File: src/rtl/i2c_slave_regif_if.sv
// i2c_slave_regif_if: I2C pins and register-port signals of the I2C target
interface i2c_slave_regif_if;
  logic       I2C_scl_in;
  logic       I2C_sda_in;
  logic       I2C_sda_out;
  logic [7:0] reg_addr;
  logic [7:0] reg_wdata;
  logic       reg_wr;
  logic       reg_rd;
  logic [7:0] reg_rdata;
  logic       busy;
  logic       I2C_done;
  modport slave (
    input  I2C_scl_in, I2C_sda_in, reg_rdata,
    output I2C_sda_out, reg_addr, reg_wdata, reg_wr, reg_rd, busy, I2C_done
  );
  modport master (
    output I2C_scl_in, I2C_sda_in, reg_rdata,
    input  I2C_sda_out, reg_addr, reg_wdata, reg_wr, reg_rd, busy, I2C_done
  );
endinterface

File: src/rtl/i2c_slave_regif.sv
// i2c_slave_regif: oversampled I2C target exposing a pointer-addressed register port
module i2c_slave_regif #(
  parameter logic [6:0] DEV_ADDR    = 7'h50,
  parameter int         SYNC_STAGES = 2
) (
  input logic               clk_in,
  input logic               reset,
  i2c_slave_regif_if.slave  bus
);
  localparam logic [3:0] IDLE      = 4'd0;
  localparam logic [3:0] ADDR      = 4'd1;
  localparam logic [3:0] IGNORE    = 4'd2;
  localparam logic [3:0] ACK_ADDR  = 4'd3;
  localparam logic [3:0] PTR       = 4'd4;
  localparam logic [3:0] ACK_PTR   = 4'd5;
  localparam logic [3:0] WDATA     = 4'd6;
  localparam logic [3:0] ACK_WDATA = 4'd7;
  localparam logic [3:0] RDATA     = 4'd8;
  localparam logic [3:0] MACK      = 4'd9;
  logic [SYNC_STAGES-1:0] r_scl_sync, r_sda_sync;
  logic       r_scl_d, r_sda_d;
  logic [3:0] r_state, r_cnt;
  logic [7:0] r_shift, r_ptr, r_wdata;
  logic       r_sda, r_wr, r_rd, r_rd_q, r_busy, r_done, r_match, r_rw, r_ack;
  logic       w_scl, w_sda, w_rise, w_fall, w_start, w_stop, w_last;
  logic [7:0] w_byte;
  assign w_scl   = r_scl_sync[SYNC_STAGES-1];
  assign w_sda   = r_sda_sync[SYNC_STAGES-1];
  assign w_rise  = w_scl & ~r_scl_d;
  assign w_fall  = ~w_scl & r_scl_d;
  assign w_start = w_scl & r_sda_d & ~w_sda;
  assign w_stop  = w_scl & ~r_sda_d & w_sda;
  assign w_byte  = {r_shift[6:0], w_sda};
  assign w_last  = r_cnt == 4'd7;
  // synchroniser keeps tracking the pins through reset so no false edge follows it
  always_ff @(posedge clk_in) begin
    r_scl_sync <= {r_scl_sync[SYNC_STAGES-2:0], bus.I2C_scl_in};
    r_sda_sync <= {r_sda_sync[SYNC_STAGES-2:0], bus.I2C_sda_in};
    r_scl_d    <= w_scl;
    r_sda_d    <= w_sda;
  end
  always_ff @(posedge clk_in) begin
    if (reset) begin
      r_state <= IDLE;
      r_cnt   <= '0;
      r_shift <= '0;
      r_ptr   <= '0;
      r_wdata <= '0;
      r_sda   <= 1'b1;
      r_wr    <= 1'b0;
      r_rd    <= 1'b0;
      r_rd_q  <= 1'b0;
      r_busy  <= 1'b0;
      r_done  <= 1'b0;
      r_match <= 1'b0;
      r_rw    <= 1'b0;
      r_ack   <= 1'b0;
    end else begin
      r_wr   <= 1'b0;
      r_rd   <= 1'b0;
      r_done <= 1'b0;
      r_rd_q <= r_rd;
      if (r_rd_q) r_shift <= bus.reg_rdata;
      if (r_wr) r_ptr <= r_ptr + 8'd1;
      if (w_start) begin
        r_state <= ADDR;
        r_cnt   <= '0;
        r_sda   <= 1'b1;
        r_busy  <= 1'b1;
        r_match <= 1'b0;
        r_ack   <= 1'b0;
      end else if (w_stop) begin
        r_state <= IDLE;
        r_sda   <= 1'b1;
        r_busy  <= 1'b0;
        r_done  <= r_match;
        r_match <= 1'b0;
        r_ack   <= 1'b0;
      end else begin
        case (r_state)
          ADDR, PTR, WDATA: if (w_rise) begin
            r_shift <= w_byte;
            r_cnt   <= w_last ? 4'd0 : r_cnt + 4'd1;
            if (w_last && r_state == ADDR) begin
              r_state <= (w_byte[7:1] == DEV_ADDR) ? ACK_ADDR : IGNORE;
              r_match <= w_byte[7:1] == DEV_ADDR;
              r_rw    <= w_byte[0];
            end
            if (w_last && r_state == PTR) begin
              r_ptr   <= w_byte;
              r_state <= ACK_PTR;
            end
            if (w_last && r_state == WDATA) begin
              r_wr    <= 1'b1;
              r_wdata <= w_byte;
              r_state <= ACK_WDATA;
            end
          end
          // first fall pulls SDA low, second releases; a read hands over on the ACK rise
          ACK_ADDR, ACK_PTR, ACK_WDATA: if (w_fall) begin
            r_sda <= r_ack;
            r_ack <= ~r_ack;
            if (r_ack) r_state <= (r_state == ACK_ADDR) ? PTR : WDATA;
          end else if (w_rise && r_ack && r_state == ACK_ADDR && r_rw) begin
            r_rd    <= 1'b1;
            r_ack   <= 1'b0;
            r_cnt   <= '0;
            r_state <= RDATA;
          end
          RDATA: if (w_fall) begin
            if (r_cnt == 4'd8) begin
              r_sda   <= 1'b1;
              r_ptr   <= r_ptr + 8'd1;
              r_state <= MACK;
            end else begin
              r_sda   <= r_shift[7];
              r_shift <= {r_shift[6:0], 1'b0};
              r_cnt   <= r_cnt + 4'd1;
            end
          end
          MACK: if (w_rise) begin
            r_rd    <= ~w_sda;
            r_cnt   <= '0;
            r_state <= w_sda ? IGNORE : RDATA;
          end
          default: ;
        endcase
      end
    end
  end
  assign bus.I2C_sda_out = r_sda;
  assign bus.reg_addr    = r_ptr;
  assign bus.reg_wdata   = r_wdata;
  assign bus.reg_wr      = r_wr;
  assign bus.reg_rd      = r_rd;
  assign bus.busy        = r_busy;
  assign bus.I2C_done    = r_done;
endmodule

File: src/flat_wrapper.sv
// flat-port wrapper written by rule: the top's interface ports become plain ports
module i2c_slave_regif_flat 
#(
  parameter logic [6:0] DEV_ADDR    = 7'h50,
  parameter int         SYNC_STAGES = 2
)
  (clk_in, reset, bus_I2C_scl_in, bus_I2C_sda_in, bus_reg_rdata, bus_I2C_sda_out, bus_reg_addr, bus_reg_wdata, bus_reg_wr, bus_reg_rd, bus_busy, bus_I2C_done);
  i2c_slave_regif_if bus_i ();
  input logic clk_in;
  input logic reset;
  input wire logic [$bits(bus_i.I2C_scl_in)-1:0] bus_I2C_scl_in;
  input wire logic [$bits(bus_i.I2C_sda_in)-1:0] bus_I2C_sda_in;
  input wire logic [$bits(bus_i.reg_rdata)-1:0] bus_reg_rdata;
  output wire logic [$bits(bus_i.I2C_sda_out)-1:0] bus_I2C_sda_out;
  output wire logic [$bits(bus_i.reg_addr)-1:0] bus_reg_addr;
  output wire logic [$bits(bus_i.reg_wdata)-1:0] bus_reg_wdata;
  output wire logic [$bits(bus_i.reg_wr)-1:0] bus_reg_wr;
  output wire logic [$bits(bus_i.reg_rd)-1:0] bus_reg_rd;
  output wire logic [$bits(bus_i.busy)-1:0] bus_busy;
  output wire logic [$bits(bus_i.I2C_done)-1:0] bus_I2C_done;
  assign bus_i.I2C_scl_in = bus_I2C_scl_in;
  assign bus_i.I2C_sda_in = bus_I2C_sda_in;
  assign bus_i.reg_rdata = bus_reg_rdata;
  assign bus_I2C_sda_out = bus_i.I2C_sda_out;
  assign bus_reg_addr = bus_i.reg_addr;
  assign bus_reg_wdata = bus_i.reg_wdata;
  assign bus_reg_wr = bus_i.reg_wr;
  assign bus_reg_rd = bus_i.reg_rd;
  assign bus_busy = bus_i.busy;
  assign bus_I2C_done = bus_i.I2C_done;
  i2c_slave_regif #(.DEV_ADDR(DEV_ADDR), .SYNC_STAGES(SYNC_STAGES)) u_core (.clk_in(clk_in), .reset(reset), .bus(bus_i));
endmodule
File: config.mk
export PLATFORM = sky130hd
export DESIGN_NAME = i2c_slave_regif_flat
export DESIGN_NICKNAME = d
export VERILOG_FILES = /design/src/rtl/i2c_slave_regif_if.sv /design/src/rtl/i2c_slave_regif.sv /design/src/flat_wrapper.sv
export SDC_FILE = /design/constraint.sdc
export NUM_CORES = 1
export LEC_CHECK = 0
export ABC_AREA = 1
export BUFFER_PORTS_ARGS = -buffer_cell sky130_fd_sc_hd__buf_4
export CAP_MARGIN = 20
export CORE_ASPECT_RATIO = 1.4
export CORE_MARGIN = 3
export CORE_UTILIZATION = 60
export CTS_BUF_LIST = sky130_fd_sc_hd__clkbuf_8
export CTS_CLUSTER_DIAMETER = 50
export DETAILED_ROUTE_END_ITERATION = 8
export GPL_TIMING_DRIVEN = 0
export PLACE_DENSITY = 0.79
export SETUP_SLACK_MARGIN = 0.15
export SLEW_MARGIN = 20
export SYNTH_ARGS = -nofsm -noshare
export SYNTH_HDL_FRONTEND = slang
export SYNTH_SLANG_ARGS = --single-unit
File: constraint.sdc
create_clock -name clk_in -period 1.9 [get_ports clk_in]
set_input_delay 0.19 -clock clk_in [delete_from_list [all_inputs] [get_ports clk_in]]
set_output_delay 0.19 -clock clk_in [all_outputs]
set_load 0.02 [all_outputs]
==> flow_summary.json <==
{
  "path_common_cell": "nand2_2",
  "overflow": 0,
  "path_buf_inv": 2,
  "avgSynthCellArea_sq_um": 6.61,
  "setup_ws_ps": 172,
  "p_leak_uw": 0.00151,
  "drive_above_1_share": 0.249,
  "drt-initial-drc-count": 343,
  "syn_area_sq_um": 2610,
  "setup_viol_count_final": 0,
  "hold_viol_final": 0,
  "final_nets": 459,
  "n_fill_cell": 326,
  "synth_top_cell_area_share": 0.360,
  "slowest_stage": "dfxtp_4",
  "cts-htree-levels": 2,
  "clk_pin_slew_ps": 90,
  "drc_errors": 0,
  "use_met1": 0.336,
  "fin_setup_tns_ps": 0,
  "yosysTopAreaCell": "dfxtp_1",
  "wirelength_um": 7360,
  "endpoint_kind": "flop",
  "mostFrequentLayoutCells": "nand2_1, nor2_1, buf_4, dfxtp_1, a21oi_1",
  "critPathKind": "reg2reg",
  "syn-num-nets": 410,
  "fmax_mhz": 579,
  "grt_pass1_vias": 2668,
  "required_ps": 2100,
  "vias": 2817,
  "post-place-ws_ps": 50.8,
  "wl_per_cell_um": 15.1,
  "cts_tree": "yes",
  "synth_seq_area_share": 0.360,
  "cp-start-kind": "flop",
  "start_util": 0.644,
  "hp-class": "in2reg",
  "max_cap_violations": 0,
  "grt_max_degree": 16,
  "core_area_sq_um": 4050,
  "ys_top_cells_by_area": "dfxtp_1, nand2_1, nor2_1",
  "grt_pass1_wl_um": 12000,
  "maxSlewHeadroom": 0.549,
  "ant_nets": 0,
  "outcome": "completed",
  "portBuffers": 31,
  "dp_hpwl_um": 5110,
  "critPathMaxStageDelay_ps": 370,
  "globalplace.congestion": 0.967,
  "crit_fanout": 6,
  "layout_commonest_cell": "nand2_1",
  "clock_skew_ps": 9.70,
  "grt_usage": 0.300,
  "rows": 27,
  "ys_ff_latch": 47,
  "cts-root-buf": "clkbuf_8",
  "p_per_area_nw_per_um2": 1080,
  "area_growth_pct": 23.3,
  "chipWidth_um": 61.8,
  "hold_slack_ps": 245,
  "syn-instance-count": 395,
  "ir_drop_uv": 954,
  "rsz0062_at_grt": "yes",
  "grtUsageMet3": 0.0542,
  "grt_use_met2": 0.516,
  "fin_crit_ps": 1730,
  "critPathArrivalTime_ps": 1930,
  "drv_slew": 0,
  "clock_sinks": 47,
  "globalRoute.busiestLayer": "met2",
  "cp_cell_sequence": "inv_2, ha_1, nand2_2, nor2_4, inv_2, nand2_2, nand2_2, a21oi_4, nor2_1, o21ai_1, nand2_1",
  "synth_cell_types": 36,
  "n_antenna_cell": 0,
  "ys_warn_count": 0,
  "cp_top_family": "simple AND/OR/NAND/NOR gates",
  "fp.dieH_um": 84.1,
  "cts_max_path_buffers": 2,
  "io_pins": 33,
  "numCtsBuffers": 5,
  "dieArea_sq_um": 5190,
  "first_pass_iters": 5,
  "antenna_found_initial": 0,
  "tightest_slew_ps": 676,
  "period_share": 0.909,
  "viasPerCell": 5.77,
  "worst_skew_pair.late_latency_ps": 310
}
## final cells by class
class,count,area (sq um),share of cell area
plain buffers,7,48.8,0.0152
clock buffers,5,68.8,0.0214
clock inverters,3,67.6,0.0210
inverters,41,154,0.0478
multi-input cells,300,1550,0.481
flip-flops and latches,47,958,0.298
well taps,43,53.8,0.0167
repair buffers,42,320,0.0995
## worst paths after layout
kind	start	cells past startpoint	endpoint	slack, ps
setup reg to reg	u_core.r_cnt[0]$_SDFFE_PP0P_	11	u_core.bus.reg_addr[2]$_SDFF_PP0_	170
hold / removal	bus_reg_rdata[6]	5	u_core.r_shift[6]$_SDFF_PP0_	240
setup / recovery	u_core.r_cnt[0]$_SDFFE_PP0P_	11	u_core.bus.reg_addr[2]$_SDFF_PP0_	170
hold reg to reg	u_core.r_sda_sync[0]$_DFF_P_	0	u_core.r_sda_sync[1]$_DFF_P_	320
## per-stage QoR
step / cell area (sq um) / utilization / total power (uW) / std cells
2_1_floorplan: 2610 / - / 2090 / 395
3_3_place_gp: 2900 / 0.715 / 2340 / 469
3_5_place_dp: 2900 / 0.715 / 2360 / 469
4_1_cts: 3110 / 0.767 / 3240 / 485
5_1_grt: 3220 / 0.794 / 3740 / 488
6_report: 3220 / 0.794 / 3480 / 488
## power by group
part           switching (uW)  internal, uW  leakage [uW]  total, uW
registers                82.4          1060      0.000386       1140
logic                     975           480       0.00106       1450
clock network             358           525     0.0000644        883
total                    1420          2060       0.00151       3480
## synthesized netlist by cell type, drive strengths merged
cell    count
buf         4
o21ai      29
clkinv      1
xnor2       3
xor2        5
a22oi       2
nand3b      3
ha          3
a211oi      2
a311oi      1
nor3        4
clkbuf      3
or2         1
nand4       2
o21a        1
nor4        1
mux2i       1
dfxtp      47
a21oi      39
nand3      22
a31oi       1
nand2     114
o211ai      3
o22ai       2
inv        40
nor2       61
## kinds of logic after synthesis
kind of cell / count (synthesis) / share of synthesized area
AND/OR/NAND/NOR: 208 / 0.341
AO/OA/AOI/OAI: 80 / 0.176
buffers and inverters: 48 / 0.0776
flip-flops: 47 / 0.360
XOR/XNOR: 8 / 0.0268
adder cells (fa/ha/maj): 3 / 0.0144
multiplexers: 1 / 0.00383
## what timing repair did
item / CTS / global route
hold buffers: 2 / 0
pin swaps: 4 / 13
buffers inserted: 6 / 3
hold endpoints to repair: 2 / 0
gates resized for setup: 4 / 34
endpoints found under the setup margin: 31 / 27
## per-layer routing
layer,up-vias,share of wire,wire (um)
met4,0,0.040,294
met5,-,0,0
met1,1282,0.39,2870
li1,1377,-,-
met3,33,0.053,388
met2,125,0.52,3810
## tightest hold or removal path: cells and delay by family
family | cells | cell delay [ps]
buffers and inverters | 1 | 70
AND/OR/NAND/NOR | 3 | 190
AO/OA/AOI/OAI | 1 | 70
## state kept, by name, summed over array words and instances (netlist names), 2 cells and up
register / cells
u_core.bus.reg_addr: 8
u_core.bus.reg_wdata: 8
u_core.r_cnt: 4
u_core.r_scl_sync: 2
u_core.r_sda_sync: 2
u_core.r_shift: 8
u_core.r_state: 4
(Power assumes the default switching activity.)
